File: src/rtl/cpu_pkg.sv
// Shared encodings for the fetch/flag stage: FSM states, branch
// conditions, compare results, opcodes and the branch predicate.
package cpu_pkg;

  typedef enum logic [1:0] {
    IDLE = 2'd0,
    RUN  = 2'd1,
    DONE = 2'd2
  } state_t;

  localparam logic [1:0] BR_ALWAYS = 2'b00;
  localparam logic [1:0] BR_EQ     = 2'b01;
  localparam logic [1:0] BR_GT     = 2'b10;
  localparam logic [1:0] BR_LT     = 2'b11;

  localparam logic [1:0] CMP_EQ   = 2'b10;
  localparam logic [1:0] CMP_GT   = 2'b01;
  localparam logic [1:0] CMP_LT   = 2'b00;
  localparam logic [1:0] CMP_NONE = 2'b11;

  localparam logic [3:0] OP_ADD   = 4'd2;
  localparam logic [3:0] OP_SUB   = 4'd3;
  localparam logic [3:0] OP_ADDI  = 4'd4;
  localparam logic [3:0] OP_CMP   = 4'd7;
  localparam logic [3:0] OP_SHIFT = 4'd8;
  localparam logic [3:0] OP_HALT  = 4'd15;

  // CMP_NONE matches no conditional case, so those fall through.
  function automatic logic br_taken(
    input logic [1:0] cond,
    input logic [1:0] cmp
  );
    logic t;
    t = 1'b0;
    unique case (cond)
      BR_ALWAYS: t = 1'b1;
      BR_EQ:     t = (cmp == CMP_EQ);
      BR_GT:     t = (cmp == CMP_GT);
      BR_LT:     t = (cmp == CMP_LT);
      default:   t = 1'b0;
    endcase
    return t;
  endfunction

endpackage

File: src/rtl/fetch_flag_ctrl_if.sv
// Decode/ALU side bundle into the fetch/flag stage and its
// registered PC, flag and status outputs.
interface fetch_flag_ctrl_if #(
  parameter int PC_W  = 10,
  parameter int LUT_W = 5
);
  logic             start;
  logic [3:0]       alu_op;
  logic             carry_out;
  logic [1:0]       compare_flag;
  logic             branch;
  logic [1:0]       branch_cond;
  logic [LUT_W-1:0] branch_idx;
  logic [PC_W-1:0]  prog_ctr;
  logic             carry_flag;
  logic [1:0]       cmp_flag;
  logic             running;
  logic             done;

  modport master (
    output start, alu_op, carry_out, compare_flag,
    output branch, branch_cond, branch_idx,
    input  prog_ctr, carry_flag, cmp_flag, running, done
  );

  modport slave (
    input  start, alu_op, carry_out, compare_flag,
    input  branch, branch_cond, branch_idx,
    output prog_ctr, carry_flag, cmp_flag, running, done
  );
endinterface

File: src/rtl/branch_lut.sv
// Absolute branch targets for the current program image.
// Unlisted indices resolve to address 0.
module branch_lut #(
  parameter int PC_W  = 10,
  parameter int LUT_W = 5
) (
  input  logic [LUT_W-1:0] idx,
  output logic [PC_W-1:0]  target
);

  always_comb begin
    target = '0;
    case (idx)
      LUT_W'(1): target = PC_W'(1023);
      LUT_W'(3): target = PC_W'(40);
      LUT_W'(4): target = PC_W'(17);
      LUT_W'(5): target = PC_W'(100);
      LUT_W'(6): target = PC_W'(512);
      default:   target = '0;
    endcase
  end

endmodule

File: src/rtl/fetch_flag_ctrl.sv
// Fetch/flag stage: run/halt FSM, PC sequencing through the branch
// LUT, and architectural carry/compare flag registers.
module fetch_flag_ctrl
  import cpu_pkg::*;
#(
  parameter int PC_W  = 10,
  parameter int LUT_W = 5
) (
  input  logic Clk,
  input  logic Reset_n,
  fetch_flag_ctrl_if.slave bus
);

  state_t          state;
  logic [PC_W-1:0] pc_q;
  logic [PC_W-1:0] next_pc;
  logic [PC_W-1:0] lut_tgt;
  logic            carry_q;
  logic [1:0]      cmp_q;
  logic            run_q;
  logic            done_q;
  logic            take;
  logic            carry_op;

  branch_lut #(
    .PC_W  (PC_W),
    .LUT_W (LUT_W)
  ) u_lut (
    .idx    (bus.branch_idx),
    .target (lut_tgt)
  );

  // Conditions see the registered compare, never this cycle's result.
  assign take = bus.branch & br_taken(bus.branch_cond, cmp_q);

  assign carry_op = bus.alu_op inside {OP_ADD, OP_SUB, OP_ADDI, OP_SHIFT};

  assign next_pc = take ? lut_tgt : pc_q + PC_W'(1);

  always_ff @(posedge Clk or negedge Reset_n) begin
    if (!Reset_n) begin
      state   <= IDLE;
      pc_q    <= '0;
      carry_q <= 1'b0;
      cmp_q   <= CMP_NONE;
      run_q   <= 1'b0;
      done_q  <= 1'b0;
    end else begin
      unique case (state)
        IDLE, DONE: begin
          if (bus.start) begin
            state   <= RUN;
            pc_q    <= '0;
            carry_q <= 1'b0;
            cmp_q   <= CMP_NONE;
            run_q   <= 1'b1;
            done_q  <= 1'b0;
          end
        end
        RUN: begin
          if (bus.alu_op == OP_HALT) begin
            state  <= DONE;
            run_q  <= 1'b0;
            done_q <= 1'b1;
          end else begin
            pc_q <= next_pc;
            if (carry_op)
              carry_q <= bus.carry_out;
            if (bus.alu_op == OP_CMP)
              cmp_q <= bus.compare_flag;
          end
        end
        default: begin
          state  <= IDLE;
          run_q  <= 1'b0;
          done_q <= 1'b0;
        end
      endcase
    end
  end

  assign bus.prog_ctr   = pc_q;
  assign bus.carry_flag = carry_q;
  assign bus.cmp_flag   = cmp_q;
  assign bus.running    = run_q;
  assign bus.done       = done_q;

endmodule
File: src/flat_wrapper.sv
// flat-port wrapper written by rule: the top's interface ports become plain ports
module fetch_flag_ctrl_flat import cpu_pkg::*;
#(
  parameter int PC_W  = 10,
  parameter int LUT_W = 5
)
  (Clk, Reset_n, bus_start, bus_alu_op, bus_carry_out, bus_compare_flag, bus_branch, bus_branch_cond, bus_branch_idx, bus_prog_ctr, bus_carry_flag, bus_cmp_flag, bus_running, bus_done);
  fetch_flag_ctrl_if #(.PC_W(PC_W), .LUT_W(LUT_W)) bus_i ();
  input  logic Clk;
  input  logic Reset_n;
  input wire logic [$bits(bus_i.start)-1:0] bus_start;
  input wire logic [$bits(bus_i.alu_op)-1:0] bus_alu_op;
  input wire logic [$bits(bus_i.carry_out)-1:0] bus_carry_out;
  input wire logic [$bits(bus_i.compare_flag)-1:0] bus_compare_flag;
  input wire logic [$bits(bus_i.branch)-1:0] bus_branch;
  input wire logic [$bits(bus_i.branch_cond)-1:0] bus_branch_cond;
  input wire logic [$bits(bus_i.branch_idx)-1:0] bus_branch_idx;
  output wire logic [$bits(bus_i.prog_ctr)-1:0] bus_prog_ctr;
  output wire logic [$bits(bus_i.carry_flag)-1:0] bus_carry_flag;
  output wire logic [$bits(bus_i.cmp_flag)-1:0] bus_cmp_flag;
  output wire logic [$bits(bus_i.running)-1:0] bus_running;
  output wire logic [$bits(bus_i.done)-1:0] bus_done;
  assign bus_i.start = bus_start;
  assign bus_i.alu_op = bus_alu_op;
  assign bus_i.carry_out = bus_carry_out;
  assign bus_i.compare_flag = bus_compare_flag;
  assign bus_i.branch = bus_branch;
  assign bus_i.branch_cond = bus_branch_cond;
  assign bus_i.branch_idx = bus_branch_idx;
  assign bus_prog_ctr = bus_i.prog_ctr;
  assign bus_carry_flag = bus_i.carry_flag;
  assign bus_cmp_flag = bus_i.cmp_flag;
  assign bus_running = bus_i.running;
  assign bus_done = bus_i.done;
  fetch_flag_ctrl #(.PC_W(PC_W), .LUT_W(LUT_W)) u_core (.Clk(Clk), .Reset_n(Reset_n), .bus(bus_i));
endmodule
File: config.mk
export PLATFORM = sky130hd
export DESIGN_NAME = fetch_flag_ctrl_flat
export DESIGN_NICKNAME = d
export VERILOG_FILES = /design/src/rtl/cpu_pkg.sv /design/src/rtl/fetch_flag_ctrl_if.sv /design/src/rtl/branch_lut.sv /design/src/rtl/fetch_flag_ctrl.sv /design/src/flat_wrapper.sv
export SDC_FILE = /design/constraint.sdc
export NUM_CORES = 1
export LEC_CHECK = 0
export ABC_AREA = 1
export CORE_MARGIN = 2
export CORE_UTILIZATION = 40
export DETAILED_ROUTE_END_ITERATION = 8
export PLACE_DENSITY = 0.72
export SLEW_MARGIN = 20
export SYNTH_ARGS = -nofsm -noshare
export SYNTH_HDL_FRONTEND = slang
export SYNTH_SLANG_ARGS = --single-unit
File: constraint.sdc
create_clock -name Clk -period 1.17 [get_ports Clk]
set_input_delay 0.351 -clock Clk [delete_from_list [all_inputs] [get_ports Clk]]
set_output_delay 0.351 -clock Clk [all_outputs]
set_load 0.01 [all_outputs]
# Yosys cells after proc, flatten, opt, wreduce, memory -nomap -nowiden
# Index checks and enable logic that the tools add are counted.
# op_classes
n_bitwise	1
n_mux	22
eq_ne	23
add_sub_neg	1
n_reduce_logical	10
# op_table
op	n
case mux 10 bit (5 select lines)	1
2-to-1 mux 10 bit	3
case mux 10 bit (2 select lines)	1
equality test 5 x 3 -> 1 bit (second input constant)	3
adder 10 x 1 -> 10 bit (second input constant)	1
2-to-1 mux 2 bit	5
equality test 2 bit (second input constant)	4
equality test 4 x 2 -> 1 bit (second input constant)	2
equality test 4 x 3 -> 1 bit (second input constant)	2
equality test 4 bit (second input constant)	2
case mux 2 bit (2 select lines)	2
AND reduction 4 bit	2
equality test 2 x 1 -> 1 bit (second input constant)	3
logical NOT 2 bit	3
2-to-1 mux 1 bit	6
inequality test 2 x 1 -> 1 bit (second input constant)	3
case mux 1 bit (2 select lines)	3
equality test 5 x 1 -> 1 bit (second input constant)	1
equality test 5 x 2 -> 1 bit (second input constant)	1
inequality test 2 bit (second input constant)	2
case mux 1 bit (4 select lines)	1
nonzero test 4 bit	1
AND reduction 3 bit	1
AND reduction 2 bit	1
3 further kinds	3
# word_totals
regBits	17
output_inout_bits	15
word_cells	63

# Depth between registers and ports, before layout
# Gate-level depths: netlist (run 1).
# logic_depth
word_depth	6
depth_mapped	12
mapped_depth_nobuf	12

# Hierarchy
# From an unflattened synthesis (run 1), not the netlist that was laid out.
# unflattened
hier_cells	194
hier_area_um2	1262.5
# modules_own_cells
module	seq_area_each_um2	instances	area_each_um2	cells_per_inst
fetch_flag_ctrl	402.9	1	1136.1	168
branch_lut	0.0	1	126.4	26

# Least setup slack after synthesis (run 1)
# Ideal clock, no wire load.
# synth_path
kind	input port to flip-flop
start	in bus_branch_cond[0]
end	reg u_core.pc_q[4] (netlist: u_core.bus.prog_ctr[4])
arrival_ns	1.218
path_buffers	0
required_ns	1.054
stages	11
setup_time_ns	0.116
setup_slack_ns	-0.165
path_cell_list	inv_1 > ha_1 > inv_1 > nor2_1 > nand2_1 > nand2_2 > nand3_1 > nand2_2 > nand2_1 > nand2_1 > nand2_1
# synth_between
elab_chain_cells	6
elab_cells_between_ends	9
classes_between	eq/ne (3); mux (4); bitwise (1); reduce/logical (1)
# synth_lines
item	line	source
from (decl)	flat_wrapper.sv:16	input wire logic [$bits(bus_i.branch_cond)-1:0] bus_branch_cond;
equality test 2 bit, or another cell as far along	cpu_pkg.sv:35	unique case (cond)
case mux 1 bit (4 select lines) *	cpu_pkg.sv:35	
bitwise AND 1 bit *	fetch_flag_ctrl.sv:34	assign take = bus.branch & br_taken(bus.branch_cond, cmp_q);
2-to-1 mux 10 bit *	fetch_flag_ctrl.sv:38	assign next_pc = take ? lut_tgt : pc_q + PC_W'(1);
2-to-1 mux 10 bit *	fetch_flag_ctrl.sv:61	if (bus.alu_op == OP_HALT) begin
case mux 10 bit (2 select lines) *	fetch_flag_ctrl.sv:49	unique case (state)
to (signal assigned)	fetch_flag_ctrl.sv:66	pc_q <= next_pc;
to (decl)	fetch_flag_ctrl.sv:15	logic [PC_W-1:0] pc_q;
# Every way passes the cells marked *; elsewhere a longest branch is shown, timed or not. The select of a mux whose other input is x is not followed.
# A chain may end at the register's enable or synchronous reset.

# Worst setup path after layout (run 1)
# layout_path
start	reg u_core.cmp_q[1] (netlist: u_core.bus.cmp_flag[1])
end	reg u_core.pc_q[9] (netlist: u_core.bus.prog_ctr[9])
# layout_between
elab_chain_cells	6
elab_cells_between_ends	8
classes_between	eq/ne (2); mux (4); bitwise (1); reduce/logical (1)
# layout_lines
item	line	source
from (decl)	fetch_flag_ctrl.sv:19	logic [1:0] cmp_q;
from (signal assigned)	fetch_flag_ctrl.sv:70	cmp_q <= bus.compare_flag;
equality test 2 x 1 -> 1 bit, or another cell as far along	cpu_pkg.sv:38	BR_GT: t = (cmp == CMP_GT);
case mux 1 bit (4 select lines) *	cpu_pkg.sv:35	
bitwise AND 1 bit *	fetch_flag_ctrl.sv:34	
2-to-1 mux 10 bit *	fetch_flag_ctrl.sv:38	
2-to-1 mux 10 bit *	fetch_flag_ctrl.sv:61	
case mux 10 bit (2 select lines) *	fetch_flag_ctrl.sv:49	
# Marked as above.

==> results.json, run 1 <==
{
  "status": "complete, but fails checks",
  "violations": "negative setup slack",
  "hold_viol": 0,
  "synth_top_family_by_area": "simple AND/OR/NAND/NOR gates",
  "die_width_um": 56.7,
  "gp_congestion": 0.836,
  "synth-warning-count": 0,
  "synth_xor_area_frac": 0,
  "wl_per_cell_um": 12.1,
  "ctsHoldBuffers": 0,
  "fmax_mhz": 702,
  "synthArstFlopShare": 1.00,
  "syn_inst": 165,
  "antenna_left": 0,
  "firstDrtPassIters": 4,
  "die_area_um2": 3220,
  "rsz0062_at_grt": "true",
  "syn_area_um2": 1110,
  "cts.sinks": 16,
  "netlist_top_cells_area": "dfrtp_1, nand2_1, inv_1",
  "crit_required_ns": 1.37,
  "min_period_over_period": 1.22,
  "cts_tree": "done",
  "drt_iter0_markers": 39,
  "multi_input_area_um2": 681,
  "drv_cap": 0,
  "synth_top_cell_area_share": 0.315,
  "yosysMostFrequentCell": "nand2_1",
  "drive_gt1_frac": 0.373,
  "power_leakage_uw": 0.000981,
  "seq_area_frac_synth": 0.362,
  "top_level_ports": 33,
  "place_ws_ns": -0.914,
  "synth_fa_ha_area_frac": 0.0450,
  "placed_area_um2": 1730,
  "critPathMaxFanout": 4,
  "start_kind": "flop",
  "rows": 19,
  "grt_max_degree": 17,
  "synth_compound_area_frac": 0.0877,
  "synthFlopType": "dfrtp_1",
  "track_usage": 0.205,
  "synthToLayoutAreaGrowth_pct": 64.8,
  "synth_cell_types": 22,
  "seqCellArea_um2": 404,
  "rr_worst_depth": 10,
  "syn_nets": 187,
  "period_needed_ns": 1.43,
  "grt_pass1_wl_um": 5220,
  "start_util": 0.414,
  "yosys-top-cells-count": "nand2_1, inv_1, nor2_1, dfrtp_1, nand3_1",
  "numCtsBuffers": 3,
  "port_buffers": 32,
  "synth_edf_count": 0,
  "synth_simple_gate_area_frac": 0.417,
  "cts_htree_levels": 1,
  "hp-class": "primary input to async pin",
  "avgViaCountPerCell": 4.89,
  "hold-worst-slack_ns": 0.376,
  "antenna_found_initial": 0,
  "maxSlewHeadroom": 0.706,
  "place_inst": 255,
  "totalPowerFinal_uw": 3840,
  "ys_seq_elements": 16,
  "antennaDiodeCount": 0,
  "via_count": 1306,
  "setup_violations": 27,
  "path_clk_slew_ns": 0.10,
  "clk_latency_ns": 0.30,
  "setup_ws_ns": -0.255,
  "synth_top_area_cell": "dfrtp_1",
  "path_class": "flop to flop",
  "arrival_ns": 1.63,
  "cts_root_buffer": "clkbuf_4",
  "powerDensity_nw_per_um2": 2090,
  "fillers": 215,
  "skew_ns": 0.00271,
  "stdcell_count": 267,
  "overflow": 0,
  "cts.path.max_buffers": 2,
  "max_slew.worst_pin.slew_ns": 0.437,
  "avgSynthCellArea_um2": 6.74,
  "final_nets": 259,
  "maxSlewViolCount": 0,
  "fin_area_um2": 1830,
  "routed_wl_um": 3220,
  "synth_mux_area_frac": 0,
  "ir_worst_vdd_mv": 1.38,
  "core_area_um2": 2690,
  "endpoint_kind": "flop",
  "grt_pass1_vias": 1219,
  "dpl.hpwl_um": 2400,
  "drc": 0,
  "die_h_um": 56.7
}
==> cells in the final DEF, fill, tap and decap left out, types with 3 or more instances in the layout <==
cell	instances
nand2_1	54
buf_4	28
inv_1	17
nor2_1	14
dfrtp_1	13
nand3_1	12
buf_2	12
clkdlybuf4s50_1	11
buf_6	9
nand2_2	7
inv_2	6
o21ai_1	5
o21ai_0	4
dlygate4sd2_1	4
nand4_1	3
nand3b_1	3
clkbuf_4	3
==> per-stage QoR <==
stage / utilization / TNS (ns)
finish: 0.682 / -3.28
global route: 0.682 / -4.94
detailed placement: 0.642 / -12.04
floorplan: - / -0.955
CTS: 0.652 / -3.08
global placement: 0.642 / -11.23
==> sequential cells by signal, indices dropped and copies added (netlist names) <==
name,flops
u_core.bus.prog_ctr,10
u_core.bus.cmp_flag,2
u_core.bus.carry_flag,1
u_core.bus.done,1
u_core.bus.running,1
u_core.state,1
==> worst max-delay path: stages (launching register included) <==
cell and delay, ns:
dfstp_2 0.55, buf_6 0.10, nor2_2 0.04, nor2_1 0.08, nand2_1 0.07, nand2_2 0.10
nand3_2 0.10, nand2_4 0.11, nand2_1 0.06, nand2_1 0.06, nand2_1 0.05
==> area by class of cell <==
cell class,instances,area share
sequential,16,0.220
tap,31,0.0212
timing repair buffer,67,0.304
inverter,26,0.0628
multi-input combinational,123,0.371
clock buffer,4,0.0198
==> path summary, 6_finish.rpt <==
kind                                         from                     end  slack, ns
max reg2reg                u_core.bus.cmp_flag[1]  u_core.bus.prog_ctr[9]      -0.26
min in group Clk            u_core.bus.carry_flag   u_core.bus.carry_flag       0.51
min                                       Reset_n  u_core.bus.prog_ctr[3]       0.38
max in group asynchronous                 Reset_n  u_core.bus.cmp_flag[1]       0.59
min reg2reg                 u_core.bus.carry_flag   u_core.bus.carry_flag       0.51
max                        u_core.bus.cmp_flag[1]  u_core.bus.prog_ctr[9]      -0.26
==> kinds of logic after synthesis <==
| logic type | Yosys count |
|---|---|
| DFF | 16 |
| buffers and inverters | 26 |
| and+or+nand+nor | 103 |
| adders and majority gates | 4 |
| AOI/OAI and AO/OA | 16 |
==> report_power, final <==
group          switching (µW)  internal [µW]  total [µW]
combinational            1280           1190        2480
clock                     200            190         390
sequential                146            821         967
total                    1630           2210        3840
==> metal layers <==
layer	track usage	share of wire	vias up
met5	0	0	-
met4	0.0432	0.013	0
met3	0.0484	0.042	6
met2	0.382	0.54	34
met1	0.235	0.40	606
li1	-	-	660
==> timing repair <==
action | CTS | global route
setup buffers | 3 | 5
resized for setup | 83 | 13
gates cloned | 0 | 0
pin swaps | 5 | 6
endpoints found under the setup margin | 30 | 30
Power figures use the tool's default switching activity.
==> run 2: changes to the inputs <==
- PLACE_DENSITY: 0.72 -> 0.7
- SYNTH_HIERARCHICAL: not set -> 1
==> run 2 against run 1 <==
Effect of this change:
- the flow still finishes with violations (negative setup slack)
- first-iteration DRC count up 18%
- routed wire length up 7.5%
- total power up 5.7%
- area after synthesis up 13%
- clock skew up 0.0091 ns
- highest routed layer unchanged
- sequential share of layout area down 2.2 points
- die area up 13%
- sequential power up 3.1%
- largest power group unchanged
- worst hold slack about the same
- critical path depth down 8
- maximum frequency up 1.0%
==> results.json, run 2 <==
{
  "yosysMostFrequentCell": "nand2_1",
  "rows": 20,
  "antenna_left": 0,
  "cts.path.max_buffers": 2,
  "fin_util": 0.671,
  "antennaDiodeCount": 0,
  "cts_tree": "done",
  "drive_gt1_frac": 0.410,
  "synthFlopType": "dfrtp_1",
  "max_stage_delay_ns": 0.57,
  "avgSynthCellArea_um2": 6.51,
  "ir_worst_vdd_mv": 1.07,
  "cts.sinks": 16,
  "via_count": 1411,
  "maxSlewHeadroom": 0.749,
  "start_util": 0.417,
  "synthToLayoutAreaGrowth_pct": 61.0,
  "path_class": "flop to primary output",
  "final_common_cell": "nand2_1",
  "endpoint_kind": "primary output",
  "ff2ff_setup_slack_ns": -0.22,
  "cts_root_buffer": "clkbuf_4",
  "setup_violations": 22,
  "die_area_um2": 3620,
  "period_needed_ns": 1.41,
  "avgViaCountPerCell": 4.70,
  "power_leakage_uw": 0.00110,
  "violations": "negative setup slack",
  "gp_congestion": 0.801,
  "synth-warning-count": 6,
  "arrival_ns": 1.06,
  "cp_slowest_cell": "dfstp_2",
  "cts_htree_levels": 1,
  "rr_worst_depth": 8,
  "path_clk_slew_ns": 0.11,
  "die_h_um": 60.2,
  "crit_required_ns": 0.82,
  "max_slew.worst_pin.slew_ns": 0.375,
  "drc": 0,
  "syn_inst": 194,
  "overflow": 0,
  "powerDensity_nw_per_um2": 2000,
  "routed_wl_um": 3460,
  "fin_area_um2": 2030,
  "yosys-top-cells-count": "nand2_1, inv_1, nand3_1, dfrtp_1, nor2_1",
  "rsz0062_at_grt": "true",
  "grt_pass1_vias": 1277,
  "synth_edf_count": 0,
  "seq_area_frac_synth": 0.319,
  "path_cells": "buf_4 -> buf_6",
  "dpl.hpwl_um": 2400,
  "drv_cap": 0,
  "firstDrtPassIters": 4,
  "top_level_ports": 33,
  "die_width_um": 60.2,
  "core_area_um2": 3030,
  "drt_iter0_markers": 46,
  "syn_area_um2": 1260,
  "final_cell_mix": "nand2_1, inv_1, buf_4, nand3_2, nand3_1",
  "grt_pass1_wl_um": 5330,
  "start_kind": "flop",
  "grt_max_degree": 17,
  "ctsHoldBuffers": 0,
  "final_nets": 279,
  "port_buffers": 32,
  "place_ws_ns": -0.806,
  "placed_area_um2": 1890,
  "tns_ns": -2.70,
  "hold_viol": 0,
  "syn_nets": 216,
  "synth_top_cell_area_share": 0.278,
  "r2r_end": "u_core/bus.prog_ctr[3]",
  "synth_cell_types": 22,
  "critPathMaxFanout": 3,
  "skew_ns": 0.0118,
  "hp-class": "primary input to async pin",
  "maxSlewViolCount": 0,
  "fmax_mhz": 709,
  "fillers": 271,
  "min_period_over_period": 1.21,
  "r2r-start": "u_core/bus.cmp_flag[1]",
  "largest_register_ff_count": 10,
  "hold-worst-slack_ns": 0.376,
  "synth_top_area_cell": "dfrtp_1",
  "clk_latency_ns": 0.29,
  "status": "complete, but fails checks",
  "numCtsBuffers": 3,
  "wl_per_cell_um": 11.5,
  "ys_seq_elements": 16,
  "antenna_found_initial": 0,
  "netlist_top_cells_area": "dfrtp_1, nand2_1, nand3_1",
  "synthArstFlopShare": 1.00,
  "setup_ws_ns": -0.241,
  "track_usage": 0.198
}
run 2: cell types whose count changed after synthesis, sizes merged, moves of 3 or more:
| cell | delta |
|---|---|
| buf | +5 |
| nand3 | +20 |
| nand3b | -3 |
| o21ai | -8 |
| inv | +11 |
| xor2 | +4 |
run 2: how the worst max path moves through the flow:
| stage | from | end | depth (start not counted) |
|---|---|---|---|
| 2_1_floorplan | u_core/bus.prog_ctr[1] | u_core/bus.prog_ctr[6] | 8 |
| 3_3_place_gp | bus_branch_cond[1] | u_core/bus.prog_ctr[6] | 11 |
| 3_5_place_dp | bus_branch_cond[1] | u_core/bus.prog_ctr[5] | 11 |
| 4_1_cts | u_core/bus.cmp_flag[1] | u_core/bus.prog_ctr[0] | 8 |
| 5_1_grt | u_core/bus.cmp_flag[1] | u_core/bus.prog_ctr[3] | 8 |
| 6_report | u_core/bus.cmp_flag[1] | bus_cmp_flag[1] | 2 |
run 2: per-layer routing:
metal / vias to the layer above / wire, µm / global-route usage / share of wire
met5: - / 0 / 0 / 0
li1: 723 / - / - / -
met3: 2 / 130 / 0.0260 / 0.038
met1: 655 / 1420 / 0.215 / 0.41
met4: 0 / 15 / 0.0603 / 0.0043
met2: 31 / 1890 / 0.388 / 0.55
run 2: cell type report:
class	count	area [µm²]	share of cell area
flip-flops and latches	16	404	0.199
multi-input cells	135	827	0.407
well taps	44	55.1	0.0271
clock buffers	4	36.3	0.0179
repair buffers	63	546	0.268
inverters	38	164	0.0807
run 2: repair_timing:
item                                    CTS  global route
buffers inserted                          2             5
pin swaps                                 2             7
gates cloned                              1             1
resized for setup                        78            18
endpoints found under the setup margin   28            28
run 2: cells by family (layout without fill, tap and decap cells):
group / Yosys count / count (layout) / synth area share
adders and majority gates: 4 / 4 / 0.0396
and+or+nand+nor: 116 / 117 / 0.408
xor gates and xnor gates: 5 / 5 / 0.0347
buffers and inverters: 44 / 105 / 0.157
DFF: 16 / 16 / 0.319
AOI/OAI and AO/OA: 9 / 9 / 0.0416
run 2: power by group:
part / internal (µW) / leakage [µW] / total [µW] / switching [µW]
logic: 1310 / 0.000885 / 2680 / 1370
clock network: 189 / 0.0000210 / 378 / 188
registers: 824 / 0.000196 / 997 / 173
run 2: stage by stage:
stage / cells / total power, µW
after global placement: 287 / 3380
after global routing: 300 / 4380
after CTS: 294 / 3750
after detailed placement: 287 / 3400
final: 300 / 4060
after floorplan: 194 / 2250
run 2: critical path, delay by kind of cell (launching register included):
kind | cells | cell delay [ns]
buffers and inverters | 2 | 0.21
flip-flops | 1 | 0.57
